**src/rtl/stim_sched_pkg.sv**
```systemverilog
// Shared state encoding, default widths and a saturating adder for the
// stimulation trigger scheduler.
package stim_sched_pkg;
   localparam int DEF_N_REQ = 8;
   localparam int DEF_CNT_W = 16;
   localparam int DEF_IDX_W = 3;

   typedef enum logic [1:0] {
      ST_IDLE    = 2'd0,
      ST_PULSE   = 2'd1,
      ST_REFRAC  = 2'd2,
      ST_LOCKOUT = 2'd3
   } state_t;

   // Saturating add for fields up to 32 bits; lim is the field's all-ones value.
   function automatic logic [31:0] sat_add(input logic [31:0] a, input logic [31:0] b,
                                           input logic [31:0] lim);
      logic [32:0] s;
      s = {1'b0, a} + {1'b0, b};
      return (s > {1'b0, lim}) ? lim : s[31:0];
   endfunction
endpackage

```
**src/rtl/stim_trigger_scheduler_rr_arbiter.sv**
```systemverilog
// Combinational round-robin picker: first set pending bit after rr_ptr, with wrap.
module rr_arbiter #(
   parameter int N_REQ = 8,
   parameter int IDX_W = 3
) (
   input  logic [N_REQ-1:0] pending,
   input  logic [IDX_W-1:0] rr_ptr,
   output logic [N_REQ-1:0] grant,
   output logic [IDX_W-1:0] idx,
   output logic             valid
);
   always_comb begin
      grant = '0;
      idx   = '0;
      valid = 1'b0;
      for (int k = 1; k <= N_REQ; k++) begin
         if (!valid && pending[IDX_W'((int'(rr_ptr) + k) % N_REQ)]) begin
            valid      = 1'b1;
            idx        = IDX_W'((int'(rr_ptr) + k) % N_REQ);
            grant[idx] = 1'b1;
         end
      end
   end
endmodule

```
**src/rtl/stim_trigger_scheduler.sv**
```systemverilog
// Arbitrates per-channel stim requests onto one trigger line with pulse width,
// refractory period and an optional stim budget.
module stim_trigger_scheduler
   import stim_sched_pkg::*;
#(
   parameter int N_REQ = DEF_N_REQ,
   parameter int CNT_W = DEF_CNT_W,
   parameter int IDX_W = DEF_IDX_W
) (
   input  logic             sample_CLK_out,
   input  logic             reset,
   input  logic             enable,
   input  logic [N_REQ-1:0] req,
   input  logic [CNT_W-1:0] pulse_width,
   input  logic [CNT_W-1:0] refractory,
   input  logic [CNT_W-1:0] max_stims,
   input  logic             clear_count,
   output logic             stim_out,
   output logic [IDX_W-1:0] stim_chan,
   output logic [N_REQ-1:0] grant,
   output logic [N_REQ-1:0] pending,
   output logic             busy,
   output logic             locked,
   output logic [CNT_W-1:0] stim_count,
   output logic [CNT_W-1:0] drop_count
);
   localparam logic [31:0] CNT_MAX = 32'({CNT_W{1'b1}});

   state_t           state, state_nxt;
   logic [CNT_W-1:0] cnt, cnt_nxt;
   logic             stim_nxt, lock_hit, do_grant, arb_vld;
   logic [IDX_W-1:0] rr_ptr, arb_idx;
   logic [N_REQ-1:0] arb_grant, grant_clr, merged;

   rr_arbiter #(.N_REQ(N_REQ), .IDX_W(IDX_W)) u_arb (
      .pending (pending),
      .rr_ptr  (rr_ptr),
      .grant   (arb_grant),
      .idx     (arb_idx),
      .valid   (arb_vld)
   );

   assign do_grant  = enable && (state == ST_IDLE) && arb_vld;
   assign grant_clr = do_grant ? arb_grant : '0;
   assign merged    = req & pending & ~grant_clr;
   // A clear on the check edge itself releases the budget rather than locking.
   assign lock_hit  = (max_stims != '0) && (stim_count >= max_stims) && !clear_count;
   assign busy      = (state == ST_PULSE) || (state == ST_REFRAC);
   assign locked    = (state == ST_LOCKOUT);

   always_comb begin
      state_nxt = state;
      cnt_nxt   = cnt;
      stim_nxt  = stim_out;
      case (state)
         ST_IDLE: if (do_grant) begin
            state_nxt = ST_PULSE;
            stim_nxt  = 1'b1;
            cnt_nxt   = (pulse_width == '0) ? '0 : pulse_width - CNT_W'(1);
         end
         ST_PULSE: if (cnt != '0) begin
            cnt_nxt = cnt - CNT_W'(1);
         end else begin
            stim_nxt = 1'b0;
            if (refractory != '0) begin
               state_nxt = ST_REFRAC;
               cnt_nxt   = refractory - CNT_W'(1);
            end else begin
               state_nxt = lock_hit ? ST_LOCKOUT : ST_IDLE;
            end
         end
         ST_REFRAC: if (cnt != '0) cnt_nxt = cnt - CNT_W'(1);
                    else           state_nxt = lock_hit ? ST_LOCKOUT : ST_IDLE;
         ST_LOCKOUT: begin
            stim_nxt = 1'b0;
            if (clear_count) state_nxt = ST_IDLE;
         end
         default: state_nxt = ST_IDLE;
      endcase
      if (!enable) begin
         state_nxt = ST_IDLE;
         stim_nxt  = 1'b0;
         cnt_nxt   = '0;
      end
   end

   always_ff @(posedge sample_CLK_out) begin
      if (reset) begin
         state      <= ST_IDLE;
         cnt        <= '0;
         stim_out   <= 1'b0;
         stim_chan  <= '0;
         grant      <= '0;
         pending    <= '0;
         rr_ptr     <= IDX_W'(N_REQ - 1);
         stim_count <= '0;
         drop_count <= '0;
      end else begin
         state    <= state_nxt;
         cnt      <= cnt_nxt;
         stim_out <= stim_nxt;
         grant    <= grant_clr;
         if (do_grant) begin
            stim_chan <= arb_idx;
            rr_ptr    <= arb_idx;
         end
         if (enable) begin
            pending    <= (pending & ~grant_clr) | req;
            drop_count <= CNT_W'(sat_add(32'(drop_count), 32'($countones(merged)), CNT_MAX));
         end else begin
            pending <= '0;
         end
         if (clear_count)   stim_count <= '0;
         else if (do_grant) stim_count <= CNT_W'(sat_add(32'(stim_count), 32'd1, CNT_MAX));
      end
   end
endmodule

```
**config.mk**
```make
export PLATFORM = sky130hd
export DESIGN_NAME = stim_trigger_scheduler
export DESIGN_NICKNAME = d
export VERILOG_FILES = /design/src/rtl/stim_sched_pkg.sv /design/src/rtl/stim_trigger_scheduler_rr_arbiter.sv /design/src/rtl/stim_trigger_scheduler.sv
export SDC_FILE = /design/constraint.sdc
export NUM_CORES = 1
export LEC_CHECK = 0
export ABC_AREA = 1
export CAP_MARGIN = 20
export CORE_ASPECT_RATIO = 0.9
export CORE_MARGIN = 4
export CORE_UTILIZATION = 35
export CTS_CLUSTER_DIAMETER = 40
export DETAILED_ROUTE_END_ITERATION = 6
export GPL_ROUTABILITY_DRIVEN = 1
export PLACE_DENSITY_LB_ADDON = 0.12
export SYNTH_ARGS = -nofsm -noshare
export SYNTH_HDL_FRONTEND = slang
export SYNTH_SLANG_ARGS = --single-unit
```
**constraint.sdc**
```tcl
create_clock -name sample_CLK_out -period 8.8 [get_ports sample_CLK_out]
set_input_delay 1.76 -clock sample_CLK_out [delete_from_list [all_inputs] [get_ports sample_CLK_out]]
set_output_delay 1.76 -clock sample_CLK_out [all_outputs]
set_load 0.01 [all_outputs]
```
# After elaboration in Yosys (flattened, before gate mapping)
# Index checks and enable logic that the tools add are counted.
# Widths: inputs -> output; s select.
# word_totals
register_bits	73
inputBits	60
out_inout_bits	54
elab_cells	201
# classes
addsub	20
order_cmp	27
eq_ne	9
n_mux	83
bitwise_logic	13
n_reduce_logical	40
# ops
op	n
$mux 16	7
$mux 8	9
$or 8x8->8	8
$pmux 16 s3	1
$reduce_bool 16->1	3
$sub 16x1->16 const B	3
$lt 3x5->1 const B	8
$gt 17x16->1 const B	2
$mux 1	34
$lt 3x4->1 const B	8
$and 8x8->8	3
$bmux 1 s3	8
$demux 1 s3	8
$ge 3x1->1 const B	8
$mux 3	8
$logic_and 1x1->1	19
$add 16x1->17 const B	1
$add 16x4->17	1
$ge 16x16->1	1
$logic_not 16->1	1
$add 3x3->3 const B	4
$mux 2	6
$add 1x1->2	4
$logic_not 1->1	8
other kinds (19)	29

# Logic depth before layout (Yosys ltp)
# Gate-level depths: netlist (run 1).
# logic_depth
word_depth	36
ltp_mapped	41
mapped_depth_nobuf	37

# Cells and area by module
# From an unflattened synthesis (run 1), not the netlist that was laid out.
# hier_totals
cells_unflattened	1246
area_unflattened_um2	7424.6
# modules_own_cells
mod	instances	cells_each	area_each_um2	seq_area_each_um2
stim_trigger_scheduler	1	936	5855.6	1461.4
rr_arbiter	1	310	1569.0	0.0

# Worst setup path before layout (run 1)
# Ideal clock, no wire load.
# synth_timing
path_type	register to register
start	register rr_ptr[0]
end	register drop_count[13]
setup_time_ns	0.056
t_arrival_ns	6.362
required_time_ns	8.744
slack_ns	2.382
path_stages_with_launch	42
path_buffers	5
period_less_slack_ns	6.418
cell_sequence	dfxtp_1 inv_2 buf_6 clkbuf_1 ha_1 buf_2 inv_1 buf_4 nand3_1 nand2_1 nand2_1 nand2_1 nand4_1 nor2_1 buf_2 nand2_1 inv_2 nand2_1 [... 6 more ...] fa_1 inv_1 fa_1 fa_1 inv_1 fa_1 o21ai_0 nand2_1 nor2_1 nand3_1 nor2_1 nand3_1 nand2_1 inv_1 o21ai_0 a21oi_1 or2_2 inv_1
# synth_between
elab_chain_len	36
word_cells_on_any_way	123
classes_between	add/sub: 16; order compare: 17; mux: 58; bitwise: 9; reduce/logical: 23
# synth_lines
item	line_no	rtl
start, declared	stim_trigger_scheduler.sv:32	logic [IDX_W-1:0] rr_ptr, arb_idx;
start signal, assigned	stim_trigger_scheduler.sv:95	rr_ptr <= IDX_W'(N_REQ - 1);
start signal, assigned	stim_trigger_scheduler.sv:105	rr_ptr <= arb_idx;
branches (longest 27 deep; another with $lt 3x4->1)	-	
$mux 8 (*)	stim_trigger_scheduler.sv:44	assign grant_clr = do_grant ? arb_grant : '0;
$not 8->8 (*)	stim_trigger_scheduler.sv:45	assign merged = req & pending & ~grant_clr;
$and 8x8->8 (*)	stim_trigger_scheduler.sv:45	
$add 1x1->2 (not written as such)	stim_trigger_scheduler.sv:109	drop_count <= CNT_W'(sat_add(32'(drop_count), 32'($countones(merged)), CNT_MAX));
$add 2x2->3 (not written as such)	stim_trigger_scheduler.sv:109	
$add 3x3->4 (not written as such) (*)	stim_trigger_scheduler.sv:109	
$add 16x4->17 (*)	stim_sched_pkg.sv:19	s = {1'b0, a} + {1'b0, b};
$gt 17x16->1	stim_sched_pkg.sv:20	return (s > {1'b0, lim}) ? lim : s[31:0];
$mux 16 (*)	stim_sched_pkg.sv:20	
end signal, assigned	stim_trigger_scheduler.sv:109	
end, declared	stim_trigger_scheduler.sv:25	output logic [CNT_W-1:0] drop_count
# Every way passes the cells marked *. The select of a mux whose other input is x is not followed.
# A chain may end at the register's enable or synchronous reset.

# Final worst setup path (run 1)
# layout_timing
start	register rr_ptr[1]
end	register drop_count[13]
# Same word-level chain as after synthesis.

==> results of run 1 <==
## layout make-up
class	count	share of cell area (%)
clock inverter	4	0.347
inverter	151	6.83
tap	245	3.69
sequential	73	17.6
clock buffer	11	2.92
timing repair buffer	120	14.3
multi-input combinational	861	54.3
## registers in the layout, summed over array words and instances, names as in the netlist
| signal | flops |
|---|---|
| stim_chan | 3 |
| drop_count | 16 |
| cnt | 16 |
| grant | 8 |
| state | 2 |
| stim_out | 1 |
| pending | 8 |
| stim_count | 16 |
| rr_ptr | 3 |
## final timing paths
kind                    end  depth (start not counted)  startpoint
max          drop_count[13]                         36   rr_ptr[1]
min                stim_out                          2    stim_out
max reg2reg  drop_count[13]                         36   rr_ptr[1]
min reg2reg        stim_out                          2    stim_out
## stage by stage
stage | hold WS, ns | setup slack [ns]
after global placement | 0.461 | 1.10
after global routing | 0.501 | 0.0388
after detailed placement | 0.462 | 0.890
after floorplan | 0.476 | 2.38
after CTS | 0.474 | 0.852
final | 0.469 | 0.815
## cell usage after synthesis (all sizes together)
library cell and number:
or3 1, inv 149, o22ai 5, nor3 37
ha 39, o221a 2, nand3b 2, o31ai 1
nor4 9, a21o 3, xnor2 14, a22oi 1
a21oi 56, or2 6, buf 17, a221oi 4
xor2 34, nand2 277, o21ai 61, dfxtp 73
nor2 156, fa 5, clkbuf 15, a31oi 22
clkinv 2, o21bai 1, o2bb2ai 2, o211ai 4
nand3 97, nand4 22
## worst reg2reg max path, delay by kind of cell (launching register included)
kind	cells	cell delay, ns
AND/OR/NAND/NOR	19	3.27
AO/OA/AOI/OAI	3	0.47
flip-flops	1	0.54
adder cells (fa/ha/maj)	6	2.50
buffers and inverters	8	1.14
## report_power, final
part / total, W / internal (W) / switching (W) / leakage [nW]
clock: 0.000345 / 0.000198 / 0.000147 / 0.128
sequential: 0.000445 / 0.000384 / 0.0000614 / 0.598
combinational: 0.00133 / 0.000429 / 0.000904 / 2.93
## logic make-up (layout without fill, tap and decap cells)
logic type	count (synthesis)	count (layout)	synth area share (%)
fa+ha+maj	44	44	8.77
buf+inv	183	286	10.9
xor+xnor	48	48	6.27
flops	73	73	21.8
compound gates	162	162	13.6
simple gates	607	607	38.7
## per-layer routing
metal	wire, um	track usage, %	vias up
met5	0	0	-
met4	199	3.72	0
met3	1330	3.45	14
met2	9190	29.3	234
met1	10000	27.7	3298
li1	-	-	3851
==> results.cfg, run 1 <==
[outcome]
status = finished clean

[clock_tree]
ctsRootBufferMaster = sky130_fd_sc_hd__clkbuf_16
cts_post_setup_buffers_inserted = 0
clock_sinks = 73
number_of_buffers_added_by_the_clock_tree_synthesis_step = 9
number_of_buffers_inserted_for_hold_repair_after_clock_tree_synthesis = 0
cts-htree-levels = 3
cts_resized = 0
tritoncts = yes
clock_pin_transition_on_the_worst_setup_and_hold_timing_paths_ns = 0.06
buffer_depth_of_the_longest_clock_path = 2
worstSkewPairLatency_ns = 0.34

[placed_design]
placedInstanceArea_um2 = 8030
port_buffers = 113
dp.cells = 1450
globalplace.congestion = 0.936
place.detailed.hpwl_um = 16100

[global_routing]
grt_start_max_net_pins = 41
overflow = 0
grt_first_pass_wirelength_um = 34000
grt_antenna_before_repair = 0
total_global_route_track_usage_pct = 19.0
first_global_vias = 6790

[sta]
fin_skew_ns = 0.00680
achievable-frequency_ghz = 0.125
finalHoldViolations = 0
tns_ns = 0
report.final.setup_viol = 0
drv_slew = 0
worst_pin_slew_ns = 0.930
layout_min_cycle_time_ns = 7.98
timing.slew.headroom_pct = 37.8
rsz_0062_raised_after_global_routing = false
final_min_period_over_clock_period_pct = 90.7

[synth]
synth.cell_area_um2 = 6700
synth-seq-cells = 73
netlist_instances = 1117
syn_area_per_cell_um2 = 6.00
postSynthNetCount = 1221
synth.distinct_cells = 39
yosys.area.top_type_share_pct = 21.8
synth.top_cells.by_area = sky130_fd_sc_hd__dfxtp_1 (22%), sky130_fd_sc_hd__nand2_1 (15%), sky130_fd_sc_hd__nor2_1 (8.5%), sky130_fd_sc_hd__inv_1 (7.9%), sky130_fd_sc_hd__ha_1 (7.3%)
yosysSeqAreaShare_pct = 21.8
synth_largest_area_cell = sky130_fd_sc_hd__dfxtp_1
synth_warnings = 0

[routing]
vias = 7397
number_of_design_rule_violations_left_by_the_first_detailed_router_iteration = 545
drt-wirelength-per-cell_um = 14.2
drt_wl_total_um = 20700
post_route_ant_nets = 0
drc = 0
post_drt_via_cell_ratio = 5.05
first_pass_iters = 5

[setup_path]
r2r_slack_ns = 0.82
path_buf_inv = 8
critical_path.slowest_cell = sky130_fd_sc_hd__nor2_1
critical-path-top-delay-family = simple AND/OR/NAND/NOR gates
timing.critical_path.required_ns = 9.08
worst_path_largest_cell_delay_ns = 0.60
end_kind = flip-flop
timing_worst_setup_path_type = reg -> reg
startpoint_type = flip-flop
path_max_fanout = 13
critical_path_arrival_ns = 8.27
critPathMostFrequentCell = sky130_fd_sc_hd__inv_1

[power_and_ir_drop]
vdd.ir_drop.worst_v = 0.000129
powerDensity_nw_per_um2 = 256
leakagePower_nw = 3.66
design_power_total_w = 0.00212

[final_layout]
antenna-diode-count = 0
stdcell_count = 1465
fill_cells = 2004
final_common_cell = sky130_fd_sc_hd__nand2_1
final_core_utilization_pct = 44.7
drive_gt1_share_pct = 4.02
layout_area_overhead_pct = 23.8
most_frequent_cells_in_the_layout = sky130_fd_sc_hd__nand2_1 (272), sky130_fd_sc_hd__nor2_1 (152), sky130_fd_sc_hd__inv_1 (141), sky130_fd_sc_hd__clkdlybuf4s50_1 (113), sky130_fd_sc_hd__nand3_1 (95)
regArea_um2 = 1460
final_area_um2 = 8300
combined_area_of_the_multi_input_logic_cells_um2 = 4510
finish.net_count = 1320

[floorplanning]
die-width_um = 154
die_area_um2 = 21400
core-area_um2 = 18600
row_count = 47
io_pins = 114
floorplan.initialDensity_pct = 36.1
die_h_um = 139

[worst_hold_path]
holdCritPathClass = reg -> reg

[run]
maxCapViolCount = 0
(Power assumes the default switching activity.)
==> run 2, diff against run 1 <==
- CORE_MARGIN: 4 -> unset
==> run 2 against run 1 <==
Against the previous run:
- sequential share of layout area shrank 0.13 points
- first-iteration DRC count grew 10%
- setup slack gained 0.19 ns
- clock skew grew 0.0031 ns
- non-clock buffer count is the same
- count of clock-buffer cells in the layout shrank 1
- register-to-register slack gained 0.19 ns
==> results.cfg, run 2 (synthesis results as in run 1) <==
[sta]
timing.slew.headroom_pct = 37.4
final_min_period_over_clock_period_pct = 88.6
finalHoldViolations = 0
drv_slew = 0
report.final.setup_viol = 0
fin_skew_ns = 0.00992
worst_pin_slew_ns = 0.935
achievable-frequency_ghz = 0.128
tns_ns = 0
layout_min_cycle_time_ns = 7.79
rsz_0062_raised_after_global_routing = false

[power_and_ir_drop]
powerDensity_nw_per_um2 = 263
vdd.ir_drop.worst_v = 0.000156
leakagePower_nw = 3.70

[setup_path]
end_kind = flip-flop
critical_path.slowest_cell = sky130_fd_sc_hd__nor2_1
path_max_fanout = 13
critPathMostFrequentCell = sky130_fd_sc_hd__nand2_1
timing_worst_setup_path_type = reg -> reg
worst_path_largest_cell_delay_ns = 0.56
startpoint_type = flip-flop
timing.critical_path.required_ns = 9.08
critical_path_arrival_ns = 8.08

[outcome]
status = finished clean

[floorplanning]
row_count = 47
core-area_um2 = 18600
die_h_um = 133
floorplan.initialDensity_pct = 36.1
die-width_um = 148
die_area_um2 = 19700
io_pins = 114

[clock_tree]
tritoncts = yes
clock_sinks = 73
cts_resized = 0
number_of_buffers_added_by_the_clock_tree_synthesis_step = 9
buffer_depth_of_the_longest_clock_path = 2
clock_pin_transition_on_the_worst_setup_and_hold_timing_paths_ns = 0.06
cts_post_setup_buffers_inserted = 0
ctsRootBufferMaster = sky130_fd_sc_hd__clkbuf_16
number_of_buffers_inserted_for_hold_repair_after_clock_tree_synthesis = 0
cts-htree-levels = 3
worstSkewPairLatency_ns = 0.34

[placed_design]
place.detailed.hpwl_um = 16000
globalplace.congestion = 0.937
dp.cells = 1449
port_buffers = 113

[global_routing]
first_global_vias = 6838
total_global_route_track_usage_pct = 21.4
gr_met2_demand_resource_pct = 33.8
grt_antenna_before_repair = 0
overflow = 0
grt_use_met3_pct = 3.60
grtUsageMet1_pct = 30.2
grt_first_pass_wirelength_um = 34000
grt_busiest_layer = met2
grt_start_max_net_pins = 46

[final_layout]
final_common_cell = sky130_fd_sc_hd__nand2_1
combined_area_of_the_multi_input_logic_cells_um2 = 4510
fill_cells = 1983
most_frequent_cells_in_the_layout = sky130_fd_sc_hd__nand2_1 (272), sky130_fd_sc_hd__nor2_1 (152), sky130_fd_sc_hd__inv_1 (141), sky130_fd_sc_hd__clkdlybuf4s50_1 (113), sky130_fd_sc_hd__nand3_1 (95)
regArea_um2 = 1460
biggestRegsByFlops = cnt: 16 flops, drop_count: 16 flops, stim_count: 16 flops
stdcell_count = 1466
drive_gt1_share_pct = 4.18
finish.net_count = 1320
antenna-diode-count = 0
layout_area_overhead_pct = 24.8

[routing]
first_pass_iters = 6
post_drt_via_cell_ratio = 5.02
drt_wl_total_um = 20500
vias = 7361
post_route_ant_nets = 0
drt-wirelength-per-cell_um = 14.0
drc = 0
number_of_design_rule_violations_left_by_the_first_detailed_router_iteration = 602

[worst_hold_path]
holdCritPathClass = reg -> reg

[run]
maxCapViolCount = 0
run 2: changes by cell type in the layout (fill, tap and decap cells not counted):
cell	previous run	this run
sky130_fd_sc_hd__inv_6	1	3
sky130_fd_sc_hd__clkinv_2	1	0
sky130_fd_sc_hd__bufinv_16	0	2
sky130_fd_sc_hd__clkinvlp_4	2	0
sky130_fd_sc_hd__clkbuf_1	1	0
sky130_fd_sc_hd__clkinv_4	0	1
run 2: layout make-up:
cell class / count / share of cell area [%]
inverter: 151 / 6.78
tap: 245 / 3.67
timing repair buffer: 120 / 14.2
clock buffer: 10 / 2.86
multi-input combinational: 861 / 53.9
clock inverter: 6 / 1.14
sequential: 73 / 17.5
run 2: final timing paths:
kind	cells after the start	to	from	slack [ns]
min	2	stim_out	stim_out	0.47
max reg2reg	36	drop_count[13]	rr_ptr[1]	1.01
min reg2reg	2	stim_out	stim_out	0.47
max	36	drop_count[13]	rr_ptr[1]	1.01
run 2: power by group:
group	switching [W]	internal [W]	total (W)
registers	0.0000638	0.000383	0.000447
clock network	0.000160	0.000260	0.000420
logic	0.000899	0.000434	0.00133
run 2: metrics by stage:
step,cell area [um^2],hold WS [ns],total power [W],setup slack [ns],utilization [%]
2_1_floorplan,6700,0.476,0.00140,2.38,-
3_3_place_gp,8020,0.461,0.00178,1.24,43.2
6_report,8360,0.468,0.00220,1.01,45.0
4_1_cts,8360,0.473,0.00219,1.05,45.0
5_1_grt,8360,0.494,0.00240,0.0984,45.0
3_5_place_dp,8020,0.460,0.00177,1.08,43.2
run 2: critical path: cells and delay by family, from the launching register on:
family	cells	cell delay, ns
flops	1	0.55
compound gates	3	0.46
fa+ha+maj	6	2.52
simple gates	19	3.08
buf+inv	8	1.11
run 2: routing by layer:
layer / wire, um / up-vias
met5: 0 / -
met4: 312 / 0
met3: 1040 / 28
met2: 9030 / 207
met1: 10100 / 3280
li1: - / 3846
==> run 3, diff against run 2 <==
- SLEW_MARGIN: unset -> 10
==> run 3 against run 2 <==
Against the previous run:
- sequential share of layout area unchanged
- final cell count unchanged
- die area unchanged
- routed wire length is 0.38% higher
- global-route usage unchanged
- final area unchanged
- clock skew hardly changed
- clock power is essentially flat
- sequential power hardly changed
- largest power group unchanged
==> results.cfg, run 3 (synthesis results as in run 1) <==
[routing]
post_drt_via_cell_ratio = 5.06
first_pass_iters = 5
vias = 7419
number_of_design_rule_violations_left_by_the_first_detailed_router_iteration = 575
drt-wirelength-per-cell_um = 14.1
drt_wl_total_um = 20600
post_route_ant_nets = 0
drc = 0

[floorplanning]
io_pins = 114
die_h_um = 133
die_area_um2 = 19700
floorplan.initialDensity_pct = 36.1
die-width_um = 148
core-area_um2 = 18600
row_count = 47

[clock_tree]
buffer_depth_of_the_longest_clock_path = 2
cts_resized = 0
cts_post_setup_buffers_inserted = 0
worstSkewPairLatency_ns = 0.34
clock_pin_transition_on_the_worst_setup_and_hold_timing_paths_ns = 0.06
cts-htree-levels = 3
clock_sinks = 73
number_of_buffers_inserted_for_hold_repair_after_clock_tree_synthesis = 0
number_of_buffers_added_by_the_clock_tree_synthesis_step = 9
ctsRootBufferMaster = sky130_fd_sc_hd__clkbuf_16
tritoncts = yes

[setup_path]
critPathMostFrequentCell = sky130_fd_sc_hd__nand2_1
critical_path_arrival_ns = 8.11
worst-r2r-cell-count = 36
end_kind = flip-flop
path_max_fanout = 13
timing_worst_setup_path_type = reg -> reg
crit_start = rr_ptr[1]
critical_path.slowest_cell = sky130_fd_sc_hd__nor2_1
crit-reg2reg-launch = rr_ptr[1]
startpoint_type = flip-flop
timing.critical_path.required_ns = 9.08
worst_path_largest_cell_delay_ns = 0.57

[sta]
finalHoldViolations = 0
drv_slew = 0
final_min_period_over_clock_period_pct = 88.9
layout_min_cycle_time_ns = 7.83
rsz_0062_raised_after_global_routing = false
report.final.setup_viol = 0
tns_ns = 0
worst_slack_setup_final_ns = 0.973
achievable-frequency_ghz = 0.128
worst_pin_slew_ns = 0.918
timing.slew.headroom_pct = 38.6
fin_skew_ns = 0.0101

[power_and_ir_drop]
switching_share_pct = 51.2
clock_power_share_pct = 19.0
leakagePower_nw = 3.70
p_int_w = 0.00108
power.switching_w = 0.00113
vdd.ir_drop.worst_v = 0.000156
design_power_total_w = 0.00220
combinationalPowerShare_pct = 60.7
power_frac_seq_pct = 20.3
powerDensity_nw_per_um2 = 264

[final_layout]
finish.net_count = 1320
layout_area_overhead_pct = 24.8
final_common_cell = sky130_fd_sc_hd__nand2_1
most_frequent_cells_in_the_layout = sky130_fd_sc_hd__nand2_1 (272), sky130_fd_sc_hd__nor2_1 (152), sky130_fd_sc_hd__inv_1 (141), sky130_fd_sc_hd__clkdlybuf4s50_1 (113), sky130_fd_sc_hd__nand3_1 (95)
final_core_utilization_pct = 45.0
final_area_um2 = 8360
fill_cells = 1983
antenna-diode-count = 0
biggestRegsByFlops = cnt: 16 flops, drop_count: 16 flops, stim_count: 16 flops
drive_gt1_share_pct = 4.18

[global_routing]
grt_antenna_before_repair = 0
overflow = 0
total_global_route_track_usage_pct = 21.4
grt_first_pass_wirelength_um = 34000
grt_start_max_net_pins = 46
first_global_vias = 6838

[outcome]
status = finished clean

[placed_design]
globalplace.congestion = 0.937
place.detailed.hpwl_um = 16000
port_buffers = 113
placedInstanceArea_um2 = 8020
pre_cts_slack_ns = 1.08

[worst_hold_path]
worstHoldStart = stim_out
hold_path_depth = 2
holdCritPathClass = reg -> reg

[run]
maxCapViolCount = 0
[run 3: cell counts in the layout (fill, tap and decap cells not counted)]
Identical to the previous run, type by type.
[run 3: per-stage QoR]
stage,cells,hold slack [ns]
2_1_floorplan,1117,0.476
3_3_place_gp,1449,0.461
3_5_place_dp,1449,0.460
4_1_cts,1465,0.473
5_1_grt,1466,0.494
6_report,1466,0.468
[run 3: path summary, 6_finish.rpt]
kind | endpoint | slack [ns]
worst max-delay path | drop_count[13] | 0.97
worst min-delay path | stim_out | 0.47
worst max register to register | drop_count[13] | 0.97
worst min register to register | stim_out | 0.47
[run 3: area by class of cell]
class	instances	area [um^2]	area share, %
clock buffer	10	239	2.86
clock inverter	6	95.1	1.14
inverter	151	567	6.78
multi-input combinational	861	4510	53.9
sequential	73	1460	17.5
tap	245	307	3.67
timing repair buffer	120	1180	14.2
[run 3: power groups by stage]
stage / clock network (W) / logic (W) / registers [W]
detailed placement: 0 / 0.00131 / 0.000454
CTS: 0.000431 / 0.00132 / 0.000448
floorplan: 0 / 0.000948 / 0.000448
global route: 0.000445 / 0.00150 / 0.000455
finish: 0.000419 / 0.00134 / 0.000448
global placement: 0 / 0.00132 / 0.000455
[run 3: worst max-delay path: cells and delay by family (launching register included)]
family	cells	cell delay (ns)
DFF	1	0.55
adders and majority gates	6	2.52
buffers and inverters	8	1.11
AOI/OAI and AO/OA	3	0.46
and+or+nand+nor	19	3.09
[run 3: layer usage]
layer / vias to the layer above / GRT usage [%] / share of wire (%)
li1: 3847 / - / -
met5: - / 0 / 0
met3: 22 / 3.60 / 5.7
met1: 3318 / 30.2 / 49
met2: 232 / 33.8 / 44
met4: 0 / 5.10 / 1.3
